==> src/rtl/floor_scroll_sched.sv <==
// Scroll-episode sequencer and floor respawn arbiter for the four-floor datapath.
// The scroll side counts frames of a ceiling-hit episode and emits a 1 px step
// pulse whose rate halves in four phases. The respawn side hands out one
// floor-respawn request at a time, round-robin, with a pseudo-random new y.
module floor_scroll_sched #(
    parameter logic [9:0]  BOTTOM_Y  = 10'd470,
    parameter logic [9:0]  TOP_Y     = 10'd40,
    parameter logic [15:0] LFSR_SEED = 16'hACE1
) (
    input  logic        clk,
    input  logic        rst,
    input  logic        frame_tick,
    input  logic        hit_ceiling,
    input  logic        game_active,
    input  logic [39:0] floor_y_bus,
    output logic [8:0]  time_gap,
    output logic        scroll_active,
    output logic        scroll_step,
    output logic        req_valid,
    output logic [1:0]  req_idx,
    output logic [9:0]  req_y,
    input  logic        req_ack
);

    // An all-zero seed would lock the LFSR up, so fall back to a known value.
    localparam logic [15:0] LFSR_INIT = (LFSR_SEED == 16'h0000) ? 16'hACE1 : LFSR_SEED;
    // Galois feedback mask for x^16 + x^14 + x^13 + x^11.
    localparam logic [15:0] LFSR_TAPS = 16'hB400;
    localparam logic [8:0]  GAP_LAST  = 9'd319;

    typedef enum logic [0:0] {StIdle, StScroll} scroll_state_e;
    typedef enum logic [1:0] {StRIdle, StRReq, StRCool} resp_state_e;

    scroll_state_e sc_state_q, sc_state_d;
    logic [8:0]    time_gap_q, time_gap_d;
    logic          step_q, step_d;
    logic          step_ok;

    resp_state_e   rs_state_q, rs_state_d;
    logic          req_valid_q, req_valid_d;
    logic [1:0]    req_idx_q, req_idx_d;
    logic [9:0]    req_y_q, req_y_d;
    logic [1:0]    rr_q, rr_d;
    logic [15:0]   lfsr_q, lfsr_d;
    logic [3:0]    need;
    logic [1:0]    sel_idx;
    logic          sel_found;

    // Decide whether the current time_gap earns a step; rate halves every 80 frames.
    always_comb begin
        if (time_gap_q < 9'd80) begin
            step_ok = (time_gap_q != 9'd0);
        end else if (time_gap_q < 9'd160) begin
            step_ok = ~time_gap_q[0];
        end else if (time_gap_q < 9'd240) begin
            step_ok = (time_gap_q[1:0] == 2'b00);
        end else begin
            step_ok = (time_gap_q[2:0] == 3'b000);
        end
    end

    // Scroll FSM next state: pause beats restart, restart beats a frame tick.
    always_comb begin
        sc_state_d = sc_state_q;
        time_gap_d = time_gap_q;
        step_d     = 1'b0;
        if (!game_active) begin
            sc_state_d = StIdle;
            time_gap_d = 9'd0;
        end else if (hit_ceiling) begin
            sc_state_d = StScroll;
            time_gap_d = 9'd1;
        end else if ((sc_state_q == StScroll) && frame_tick) begin
            step_d = step_ok;
            if (time_gap_q == GAP_LAST) begin
                sc_state_d = StIdle;
                time_gap_d = 9'd0;
            end else begin
                time_gap_d = time_gap_q + 9'd1;
            end
        end
    end

    // Scroll FSM state, counter and registered step pulse.
    always_ff @(posedge clk) begin
        if (rst) begin
            sc_state_q <= StIdle;
            time_gap_q <= 9'd0;
            step_q     <= 1'b0;
        end else begin
            sc_state_q <= sc_state_d;
            time_gap_q <= time_gap_d;
            step_q     <= step_d;
        end
    end

    // Flag floors at or past the bottom edge and pick the next one after rr.
    always_comb begin
        logic [1:0] cand;
        for (int i = 0; i < 4; i++) begin
            need[i] = (floor_y_bus[10*i +: 10] >= BOTTOM_Y);
        end
        sel_idx   = 2'd0;
        sel_found = 1'b0;
        cand      = 2'd0;
        for (int k = 1; k <= 4; k++) begin
            cand = rr_q + 2'(k);
            if (!sel_found && need[cand]) begin
                sel_idx   = cand;
                sel_found = 1'b1;
            end
        end
    end

    // Respawn FSM next state; a request is held untouched until acked.
    always_comb begin
        rs_state_d  = rs_state_q;
        req_valid_d = req_valid_q;
        req_idx_d   = req_idx_q;
        req_y_d     = req_y_q;
        rr_d        = rr_q;
        case (rs_state_q)
            StRIdle: begin
                if (sel_found) begin
                    req_idx_d   = sel_idx;
                    req_y_d     = TOP_Y + {4'd0, lfsr_q[5:0]};
                    req_valid_d = 1'b1;
                    rs_state_d  = StRReq;
                end
            end
            StRReq: begin
                if (req_ack) begin
                    req_valid_d = 1'b0;
                    rr_d        = req_idx_q;
                    rs_state_d  = StRCool;
                end
            end
            // One dead cycle lets floor_y_bus pick up the respawned position.
            StRCool: rs_state_d = StRIdle;
            default: rs_state_d = StRIdle;
        endcase
    end

    // LFSR free-runs every cycle so the drawn y depends on request timing.
    always_comb begin
        lfsr_d = {1'b0, lfsr_q[15:1]} ^ (lfsr_q[0] ? LFSR_TAPS : 16'h0000);
    end

    // Respawn FSM state, request registers, round-robin pointer and LFSR.
    always_ff @(posedge clk) begin
        if (rst) begin
            rs_state_q  <= StRIdle;
            req_valid_q <= 1'b0;
            req_idx_q   <= 2'd0;
            req_y_q     <= 10'd0;
            rr_q        <= 2'd3;
            lfsr_q      <= LFSR_INIT;
        end else begin
            rs_state_q  <= rs_state_d;
            req_valid_q <= req_valid_d;
            req_idx_q   <= req_idx_d;
            req_y_q     <= req_y_d;
            rr_q        <= rr_d;
            lfsr_q      <= lfsr_d;
        end
    end

    assign time_gap      = time_gap_q;
    assign scroll_active = (sc_state_q == StScroll);
    assign scroll_step   = step_q;
    assign req_valid     = req_valid_q;
    assign req_idx       = req_idx_q;
    assign req_y         = req_y_q;

endmodule

==> config.mk <==
export PLATFORM = sky130hd
export DESIGN_NAME = floor_scroll_sched
export DESIGN_NICKNAME = d
export VERILOG_FILES = /design/src/rtl/floor_scroll_sched.sv
export SDC_FILE = /design/constraint.sdc
export NUM_CORES = 1
export LEC_CHECK = 0
export ABC_CLOCK_PERIOD_IN_PS = 4600
export CORE_AREA = 2 2 78 58
export DETAILED_ROUTE_END_ITERATION = 8
export DIE_AREA = 0 0 80 60
export PLACE_DENSITY_LB_ADDON = 0.25
export SKIP_LAST_GASP = 1
export SYNTH_ARGS = -nofsm -noshare
export SYNTH_HDL_FRONTEND = slang
export SYNTH_SLANG_ARGS = --single-unit
export TNS_END_PERCENT = 20
==> constraint.sdc <==
create_clock -name clk -period 4.6 [get_ports clk]
set_clock_uncertainty 0.1 [all_clocks]
set_input_delay 1.15 -clock clk [delete_from_list [all_inputs] [get_ports clk]]
set_output_delay 1.15 -clock clk [all_outputs]
set_load 0.01 [all_outputs]
; Word-level counts from Yosys, hierarchy flattened
; Index checks and enable logic that the tools add are counted.
[totals]
ram_bits = 0
latchBits = 0
regBits = 44
elab_cells = 88
memories = 0
romBits = 0
in_bits = 46
out_inout_bits = 24
[classes]
n_shift = 0
div = 0
n_eq_ne = 4
mul = 0
bitwise = 4
muxes = 32
n_addsub = 5
n_lt_le_gt_ge = 11
n_reduce_logical = 22
[op_table]
columns = op, n
row1 = $ge A10 B9 Y1 const B, 4
row2 = $lt A9 B8 Y1 const B, 2
row3 = $mux W1, 18
row4 = $mux W16, 1
row5 = $xor A15 B16 Y16, 1
row6 = $lt A2 B3 Y1 const B, 4
row7 = $mux W2, 6
row8 = $add A9 B1 Y9 const B, 1
row9 = $eq A9 B9 Y1 const B, 1
row10 = $lt A9 B7 Y1 const B, 1
row11 = $mux W9, 1
row12 = $reduce_bool A9 Y1, 1
row13 = $bmux W1 S2, 4
row14 = $reduce_and A2 Y1, 4
row15 = $add A6 B6 Y7 const A, 1
row16 = $reduce_bool A2 Y1, 3
row17 = $add A2 B2 Y2 const B, 2
row18 = $logic_and A1 B1 Y1, 4
row19 = $logic_not A2 Y1, 2
row20 = $ne A2 B2 Y1 const B, 2
row21 = $pmux W2 S2, 1
row22 = $reduce_or A4 Y1, 1
row23 = $logic_not A1 Y1, 3
row24 = $logic_not A3 Y1, 1
row25 = 7 further kinds, 9

; Depth between registers and ports, before layout
; Gate-level depths: netlist of run 1.
[depth]
ltp_word = 15
depth_mapped = 6
depth_no_buf = 6

; Least setup slack after synthesis of run 1
; Ideal clock, no wire load.
[synth_timing]
kind = input port to flip-flop
from = in floor_y_bus[5]
to = reg req_y_q[0], in the netlist req_y[0]
slack_ps = 2089
cell_stages = 6
t_required_ps = 4372
path_buffers = 1
arrival_time_ps = 2283
setup_time_ps = 128
path_cell_list = a41oi_1 -> o21ai_2 -> o41ai_4 -> buf_6 -> mux2i_1 -> nor2_1
[synth_via]
elab_chain_len = 14
elab_cells_between_ends = 20
cone_classes = order compare: 1 / mux: 12 / reduce/logical: 7
[synth_rtl]
columns = item, line_no
row1 = "start, declared", 15  ; input logic [39:0] floor_y_bus,
row2 = $ge A10 B9 Y1 (*), 101  ; need[i] = (floor_y_bus[10*i +: 10] >= BOTTOM_Y);
row3 = $bmux W1 S2, 108  ; if (!sel_found && need[cand]) begin
row4 = $mux W1 (implied by the code), 108
row5 = $mux W1, 108
row6 = $logic_not A1 Y1, 108
row7 = $logic_and A1 B1 Y1, 108
row8 = $mux W1, 108
row9 = $logic_not A1 Y1, 108
row10 = $logic_and A1 B1 Y1, 108
row11 = $mux W1, 108
row12 = $logic_not A1 Y1, 108
row13 = $logic_and A1 B1 Y1, 108
row14 = $mux W1 (*), 108
row15 = $reduce_and A2 Y1 (no source line) (*), n/a
row16 = "end signal, assigned", 162  ; req_y_q <= req_y_d;
row17 = "end, declared", 42  ; logic [9:0] req_y_q, req_y_d;
; Every way passes the cells marked *; elsewhere a longest branch is shown, timed or not. The select of a mux whose other input is x is not followed.
; A chain may end at the register's enable or synchronous reset.

; Final worst setup path of run 1
[layout_timing]
from = in floor_y_bus[16]
to = reg req_y_q[1], in the netlist req_y[1]
; Same word-level chain as after synthesis.

==> run_results.csv, run 1 <==
group,metric,value,unit
run_status,status,"finished, final reports clean",
grt,overflow,0,
routing,drt_wl_total,4040,um
synth,yosys_warnings,0,
power_and_ir_drop,ir_drop,0.000252,V
routing,drt_iter0_drc,70,
cts,root_buffer,"clkbuf_8",
cts,holdBufCountCts,0,
setup_path,crit_path_start,"floor_y_bus[16]",
min_path,hold_path.class,"reg -> reg",
grt,grt_max_degree,27,
setup_path,end_kind,"flip-flop",
timing,fmax,325,MHz
setup_path,rr_startpoint,"time_gap[0]",
grt,grt_usage,17.6,%
synth,synth_async_sr_flop_share,0,%
routing,wl_met3,503,um
cts,cts_sinks,41,
synth,synthAdderAreaFrac,2.06,%
layout,n_antenna_cell,0,
layout,area_growth,40.0,%
setup_path,required,4.68,ns
cts,clkTransAtPathRegs,0.08,ns
die,die_area,0.00480,mm2
timing,finalSetupTns,0,ns
die,io_pins,70,
timing,setup_viol,0,
cts,insertion_delay,0.29,ns
synth,synth_seq_area_share,45.1,%
layout,drive_gt1_share,9.23,%
timing,finalCritPeriodShare,66.8,%
layout,nets,308,
die,start_util,44.4,%
synth,synth_compound_area_share,18.1,%
synth,synth-seq-cells,41,
routing,wl_per_cell,12.8,um
routing,route.detailed.drc,0,
setup_path,path_class,"in -> reg",
routing,final_antenna_net_count,0,
die,rows,20,
synth,synth_area,0.00182,mm2
setup_path,startpoint_type,"input pin",
min_path,hold_path.startpoint,"lfsr_q[7]",
placement,gp_congestion,0.828,
timing,hold_viol_final,0,
grt,antenna_found_initial,0,
cts,cts_tree,"yes",
routing,met1_length,1730,um
timing,slew_viol_final,0,
power_and_ir_drop,internal-power,0.000555,W
timing,holdWs,0.314,ns
synth,synth_top_family_by_area,"simple AND/OR/NAND/NOR gates",
setup_path,cp.arrival,3.16,ns
synth,synthXorXnorAreaFrac,5.29,%
synth,synth_cells,198,
power_and_ir_drop,p_clk_share,30.7,%
die,die_x,80,um
cts,cts_resized,0,
setup_path,cp_max_fo,12,
timing,finalCriticalPeriod,3.07,ns
routing,dr.pass1.iters,4,
power_and_ir_drop,switching_share,25.3,%
die,coreArea,0.00410,mm2
synth,ys.flop_type,"dfxtp_1",
placement,placed_area,0.00246,mm2
timing,slew_headroom,43.6,%
cts,cts_setup_buffers,0,
cts,clk_path_buf_depth,2,
timing,tightest_slew,0.843,ns
placement,portBuffers,62,
layout,fin_util,62.2,%
synth,synth_area_per_cell,9.20,um2
die,fp.dieH,60,um
synth,synthSimpleGateAreaFrac,20.3,%
cts,cts_buffers,5,
layout,layoutNonFillerInstCount,315,
routing,avgViaCountPerCell,5.16,
routing,vias,1625,
routing,dr.max_layer_used,"met4",
routing,wl_met2,1740,um
synth,synth_mux_area_share,3.85,%
power_and_ir_drop,leakage,0.935,nW
grt,grt_first_pass_wirelength,6510,um
power_and_ir_drop,seq_power_share,52.2,%
power_and_ir_drop,power_switching,0.000188,W
synth,ys_types,43,
run,cap_violations,0,
power_and_ir_drop,power_frac_comb,17.1,%
power_and_ir_drop,powerDensity,292,mW/mm2
layout,design_area,0.00255,mm2
timing,rsz0062_at_grt,"false",
placement,dp.cells,307,
cts,htreeDepth,2,
grt,grt_pass1_vias,1521,
synth,synth_edf_count,0,
placement,dp_hpwl,3070,um
-- power groups by stage --
stage          Clock (W)  Combinational (W)  Sequential [W]
6_report        0.000228           0.000127        0.000388
5_1_grt         0.000248           0.000140        0.000391
4_1_cts         0.000234           0.000129        0.000388
3_5_place_dp           0           0.000128        0.000397
3_3_place_gp           0           0.000125        0.000396
2_1_floorplan          0          0.0000652        0.000397
-- worst max-delay path: stages --
cell and delay [ns]:
clkdlybuf4s50_1 0.44, a41oi_2 0.23, o21ai_2 0.15, o41ai_4 0.84, mux2i_1 0.28, nor2_1 0.06
-- worst paths after layout --
path	to	slack, ns	cells after the start
max	req_y[1]	1.53	6
min	lfsr_q[6]	0.31	1
max reg2reg	time_gap[4]	2.68	6
min reg2reg	lfsr_q[6]	0.31	1
-- state kept, by name (all words and copies together), names as in the netlist --
name	flops
scroll_active	1
req_y	7
req_valid	1
time_gap	9
req_idx	2
rr_q	2
lfsr_q	16
rs_state_q	2
scroll_step	1
-- layout by cell type, fill, tap and decap left out, drive strengths merged, types with 2 or more instances in the layout --
cell type / instances
nand3: 5
o21ai: 6
o21a: 4
inv: 9
or2: 6
a21oi: 13
nor2: 23
xor2: 4
a41oi: 4
nor2b: 7
nand4: 8
o211ai: 3
nor3: 3
clkbuf: 5
a2111oi: 2
ha: 3
or3: 2
nor4: 4
conb: 3
clkdlybuf4s50: 62
mux2i: 7
xnor2: 7
clkinv: 2
nand2: 14
dfxtp: 41
-- layout make-up --
cell class,count,area [um2]
Sequential cell,41,821
Inverter,9,33.8
Clock inverter,3,17.5
Clock buffer,5,68.8
Multi-Input combinational cell,139,913
Fill cell,349,1550
Tap cell,55,68.8
Timing Repair Buffer,63,628
-- Yosys cell counts, types with 3 or more instances --
master    count  area [um2]
dfxtp_1      41         821
nor2_1       23        86.3
nand2_1      14        52.6
a21oi_1      13        65.1
inv_1         9        33.8
nand4_1       8        50.1
mux2i_1       7        70.1
nor2b_1       7        43.8
xnor2_1       7        61.3
or2_2         6        37.5
nand3_1       5        25.0
clkbuf_1      4        15.0
nor4_1        4        25.0
o21a_1        4        30.0
xor2_1        4        35.0
buf_4         3        22.5
ha_1          3        37.5
o211ai_1      3        22.5
o21ai_2       3        26.3
-- logic make-up (layout without fill, tap and decap cells) --
| group | after synthesis | in the layout |
|---|---|---|
| simple gates | 74 | 74 |
| compound gates | 41 | 41 |
| flops | 41 | 41 |
| buf+inv | 20 | 80 |
| xor+xnor | 11 | 11 |
| mux | 7 | 7 |
| fa+ha+maj | 3 | 3 |
| other cells | 1 | 3 |
-- metrics by stage --
step	total power [W]	worst slack, ns
floorplan	0.000462	2.09
global placement	0.000522	1.23
detailed placement	0.000525	1.18
CTS	0.000752	1.49
global route	0.000779	1.38
finish	0.000744	1.53
-- per-layer routing --
layer | vias to the layer above | GRT usage [%]
met1 | 733 | 20.6
li1 | 813 | -
met3 | 7 | 6.65
met5 | - | 0
met4 | 0 | 7.99
met2 | 72 | 29.2
No activity file was read; power rests on OpenSTA's default activity.
==> run 2: changes to the inputs <==
ABC_CLOCK_PERIOD_IN_PS = 2600   (was 4600)
CORE_AREA = 2 2 85 63   (was 2 2 78 58)
DIE_AREA = 0 0 87 65   (was 0 0 80 60)
clock period = 2.6 ns   (was 4.6 ns; I/O delays follow)
==> run_results.csv, run 2 (synthesis gave the netlist of run 1 again) <==
group,metric,value,unit
timing,slew_viol_final,0,
routing,dr.pass1.iters,4,
timing,rsz0062_at_grt,"false",
grt,grt_usage,13.9,%
timing,hold_viol_final,0,
die,fp.dieH,65,um
timing,finalCritPeriodShare,86.4,%
timing,finalCriticalPeriod,2.25,ns
timing,fmax,445,MHz
layout,design_area,0.00260,mm2
cts,clkTransAtPathRegs,0.08,ns
grt,grt_max_degree,27,
setup_path,cp_top_family,"compound AO/OA/AOI/OAI gates",
power_and_ir_drop,leakage,0.959,nW
setup_path,cp_max_fo,3,
layout,drive_gt1_share,10.6,%
layout,final_cell_mix,"62 x clkdlybuf4s50_1, 41 x dfxtp_1, 23 x nor2_1, 14 x nand2_1, 13 x a21oi_1",
cts,cts_setup_buffers,0,
routing,wl_per_cell,11.8,um
layout,nets,312,
layout,n_antenna_cell,0,
routing,final_antenna_net_count,0,
cts,root_buffer,"clkbuf_8",
layout,fill_cells,432,
die,die_x,87,um
die,io_pins,70,
routing,drt_wl_total,3840,um
die,rows,22,
setup_path,path_class,"in -> reg",
power_and_ir_drop,ir_drop,0.000279,V
placement,portBuffers,62,
die,start_util,37.0,%
die,coreArea,0.00493,mm2
setup_path,crit_chain,"clkdlybuf4s50_1 -> a41oi_2 -> o21ai_2 -> or3_1 -> a2111oi_2 -> o31a_1",
timing,setup_viol,0,
layout,area_growth,42.9,%
routing,drt_iter0_drc,117,
cts,cts_tree,"yes",
layout,multi_input_area,913,um2
grt,overflow,0,
cts,cts_buffers,5,
routing,route.detailed.drc,0,
setup_path,end_kind,"flip-flop",
placement,placed_area,0.00251,mm2
power_and_ir_drop,powerDensity,513,mW/mm2
placement,gp_congestion,0.864,
run_status,status,"finished, final reports clean",
grt,grt_first_pass_wirelength,6260,um
setup_path,slowest_delay,0.44,ns
placement,dp_hpwl,2860,um
timing,finalSetupTns,0,ns
cts,holdBufCountCts,0,
cts,clk_path_buf_depth,2,
min_path,hold_path.class,"reg -> reg",
layout,regMostFlops,"lfsr_q",
routing,avgViaCountPerCell,4.85,
cts,cts_sinks,41,
grt,antenna_found_initial,0,
setup_path,cp.arrival,2.38,ns
setup_path,required,2.73,ns
cts,insertion_delay,0.29,ns
run,cap_violations,0,
grt,grt_pass1_vias,1449,
layout,largest_reg_flops,16,
routing,vias,1571,
setup_path,crit_slowest_cell,"clkdlybuf4s50_1",
layout,seq_area,821,um2
cts,cts_resized,0,
layout,final_common_cell,"clkdlybuf4s50_1",
die,die_area,0.00566,mm2
cts,htreeDepth,2,
setup_path,cp_num_buf_inv,1,
setup_path,startpoint_type,"input pin",
run 2: cell count changes in the layout (fill, tap and decap cells not counted), sizes merged:
| cell | previous run | this run |
|---|---|---|
| buf | 1 | 5 |
| clkinv | 2 | 1 |
| inv | 9 | 10 |
run 2: worst register-to-register path, stage by stage, from the launching register on:
cell	delay [ns]
dfxtp_1	0.46
ha_1	0.26
nand2_1	0.07
nor4_1	0.35
nand2_1	0.13
nand2_1	0.24
nor2_1	0.10
run 2: through the flow:
| stage | total power, W | std cells | utilization [%] | setup slack [ns] | hold slack, ns |
|---|---|---|---|---|---|
| floorplan | 0.000817 | 200 | - | 0.589 | 0.289 |
| global placement | 0.000937 | 316 | 51.0 | 0.0900 | 0.292 |
| detailed placement | 0.000940 | 316 | 51.0 | 0.0743 | 0.296 |
| CTS | 0.00136 | 324 | 52.8 | 0.355 | 0.318 |
| global route | 0.00140 | 324 | 52.8 | 0.255 | 0.328 |
| finish | 0.00134 | 324 | 52.8 | 0.354 | 0.314 |
run 2: cell type report:
| cell class | instances | area share, % |
|---|---|---|
| multi-input cells | 139 | 35.1 |
| flip-flops and latches | 41 | 31.5 |
| repair buffers | 67 | 25.8 |
| well taps | 60 | 2.88 |
| clock buffers | 5 | 2.64 |
| inverters | 9 | 1.30 |
| clock inverters | 3 | 0.817 |
run 2: final timing paths:
check	from	slack [ns]	to	depth (start not counted)
min	lfsr_q[6]	0.31	lfsr_q[5]	1
min reg2reg	lfsr_q[6]	0.31	lfsr_q[5]	1
max reg2reg	time_gap[0]	0.78	time_gap[5]	6
max	floor_y_bus[37]	0.35	req_idx[1]	6
run 2: power breakdown:
| part | switching (W) | internal, W |
|---|---|---|
| sequential | 0.0000226 | 0.000664 |
| clock | 0.000222 | 0.000190 |
| combinational | 0.0000940 | 0.000143 |
run 2: routing by layer:
layer	part of all wire [%]	track usage, %	vias to the layer above
met5	0	0	-
met4	1.3	5.27	0
met3	8.7	4.33	5
met2	42	21.9	57
met1	48	17.7	687
li1	-	-	822
==> run 3: changes to the inputs <==
--- a/config.mk
+++ b/config.mk
@@ -10,4 +10,5 @@
 export DETAILED_ROUTE_END_ITERATION = 8
 export DIE_AREA = 0 0 87 65
+export GPL_TIMING_DRIVEN = 0
 export PLACE_DENSITY_LB_ADDON = 0.25
 export SKIP_LAST_GASP = 1
==> constraint.sdc (replaced) <==
create_clock -name clk -period 2.6 [get_ports clk]
set_clock_uncertainty 0.1 [all_clocks]
set_input_delay 0.26 -clock clk [delete_from_list [all_inputs] [get_ports clk]]
set_output_delay 0.26 -clock clk [all_outputs]
set_load 0.01 [all_outputs]
==> run_results.csv, run 3 (synthesis gave the netlist of run 1 again) <==
group,metric,value,unit
layout,area_growth,42.9,%
layout,regMostFlops,"lfsr_q",
grt,grt_util_met3,6.50,%
die,die_x,87,um
layout,design_area,0.00260,mm2
layout,n_antenna_cell,0,
setup_path,required,2.67,ns
power_and_ir_drop,leakage,0.954,nW
grt,grt_pass1_vias,1447,
placement,dp_hpwl,3090,um
timing,rsz0062_at_grt,"false",
power_and_ir_drop,p_total,0.00133,W
cts,htreeDepth,2,
min_path,hold_path.class,"in -> reg",
setup_path,worst-r2r-cell-count,6,
routing,vias,1600,
routing,dr.pass1.iters,4,
placement,placed_area,0.00251,mm2
grt,grt_first_pass_wirelength,6390,um
setup_path,cp.arrival,1.98,ns
layout,fin_util,52.8,%
min_path,hold_path.startpoint,"rst",
grt,overflow,0,
routing,drt_wl_total,4050,um
timing,finalCritPeriodShare,73.4,%
grt,top_usage_layer,"met2",
setup_path,rr_startpoint,"time_gap[0]",
power_and_ir_drop,internal-power,0.000992,W
timing,slew_viol_final,0,
timing,finalSetupTns,0,ns
power_and_ir_drop,seq_power_share,51.6,%
timing,setup_viol,0,
setup_path,end_kind,"flip-flop",
placement,dp.cells,321,
cts,holdBufCountCts,0,
setup_path,cp_top_family,"simple AND/OR/NAND/NOR gates",
cts,clk_path_buf_depth,2,
timing,hold_viol_final,0,
power_and_ir_drop,p_clk_share,30.6,%
grt,grt_max_degree,14,
setup_path,crit_slowest_cell,"dfxtp_1",
die,rows,22,
setup_path,slowest_delay,0.47,ns
setup_path,cp_num_buf_inv,0,
setup_path,timing.rr.end,"time_gap[7]",
power_and_ir_drop,powerDensity,509,mW/mm2
placement,gp_congestion,0.777,
timing,finalCriticalPeriod,1.91,ns
die,start_util,37.0,%
routing,wl_per_cell,12.3,um
grt,grt_usage,14.6,%
power_and_ir_drop,power_switching,0.000333,W
setup_path,crit_path_start,"time_gap[0]",
cts,cts_resized,0,
cts,clkTransAtPathRegs,0.08,ns
setup_path,path_class,"reg -> reg",
min_path,min_to,"lfsr_q[8]",
run_status,status,"finished, final reports clean",
cts,cts_setup_buffers,0,
layout,final_common_cell,"clkdlybuf4s50_1",
layout,fill_cells,457,
setup_path,startpoint_type,"flip-flop",
power_and_ir_drop,ir_drop,0.000324,V
die,coreArea,0.00493,mm2
cts,cts_sinks,41,
min_path,hold_depth,2,
cts,cts_tree,"yes",
placement,portBuffers,61,
grt,met1_usage,18.0,%
routing,avgViaCountPerCell,4.86,
setup_path,worst-path-stages,6,
grt,global_route.usage.met2,22.4,%
setup_path,path_common_cell,"nand2_1",
cts,insertion_delay,0.29,ns
layout,drive_gt1_share,10.0,%
power_and_ir_drop,power_frac_comb,17.8,%
die,fp.dieH,65,um
routing,final_antenna_net_count,0,
run,cap_violations,0,
cts,root_buffer,"clkbuf_8",
die,io_pins,70,
routing,drt_iter0_drc,62,
layout,final_cell_mix,"61 x clkdlybuf4s50_1, 41 x dfxtp_1, 23 x nor2_1, 14 x nand2_1, 13 x a21oi_1",
cts,cts_buffers,5,
layout,nets,317,
grt,antenna_found_initial,0,
layout,layoutNonFillerInstCount,329,
setup_path,crit_chain,"ha_1 -> nand2_1 -> nor4_1 -> nand2_1 -> nand2_1 -> nor2_1",
timing,fmax,524,MHz
layout,largest_reg_flops,16,
die,die_area,0.00566,mm2
setup_path,cp_max_fo,8,
setup_path,r2r_setup_slack,0.69,ns
power_and_ir_drop,switching_share,25.1,%
routing,route.detailed.drc,0,
run 3: layout make-up:
type / instances / area (um2) / share of cell area [%]
clock inverter: 2 / 15.0 / 0.577
buffer: 11 / 61.3 / 2.36
multi-input combinational: 139 / 913 / 35.1
timing repair buffer: 61 / 611 / 23.5
tap: 60 / 75.1 / 2.88
sequential: 41 / 821 / 31.5
inverter: 9 / 33.8 / 1.30
clock buffer: 6 / 72.6 / 2.79
run 3: worst register-to-register path, delay by kind of cell (launching register included):
kind,cells,cell delay (ns)
adder cells (fa/ha/maj),1,0.27
AND/OR/NAND/NOR,5,0.95
flip-flops,1,0.47
run 3: power by group through the flow:
stage                     sequential (W)  combinational, W  clock (W)
after floorplan                 0.000702          0.000115          0
after global placement          0.000698          0.000235          0
after detailed placement        0.000698          0.000238          0
after CTS                       0.000684          0.000239   0.000422
after global routing            0.000688          0.000259   0.000449
final                           0.000684          0.000236   0.000405
run 3: layer usage:
layer	routed length, um	up-vias
met5	0	-
met4	42	0
met3	353	4
met2	1680	47
met1	1970	715
li1	-	834
run 3: worst max path at each step:
stage	to	slack, ns
floorplan	req_y[0]	0.98
global placement	req_y[3]	0.41
detailed placement	req_y[2]	0.37
CTS	req_y[0]	0.68
global route	time_gap[5]	0.52
finish	time_gap[7]	0.69
run 3: metrics by stage:
stage               hold slack (ns)  setup slack, ns
floorplan                     0.276            0.979
global placement              0.302            0.407
detailed placement            0.294            0.369
CTS                           0.244            0.676
global route                  0.263            0.518
finish                        0.236            0.691
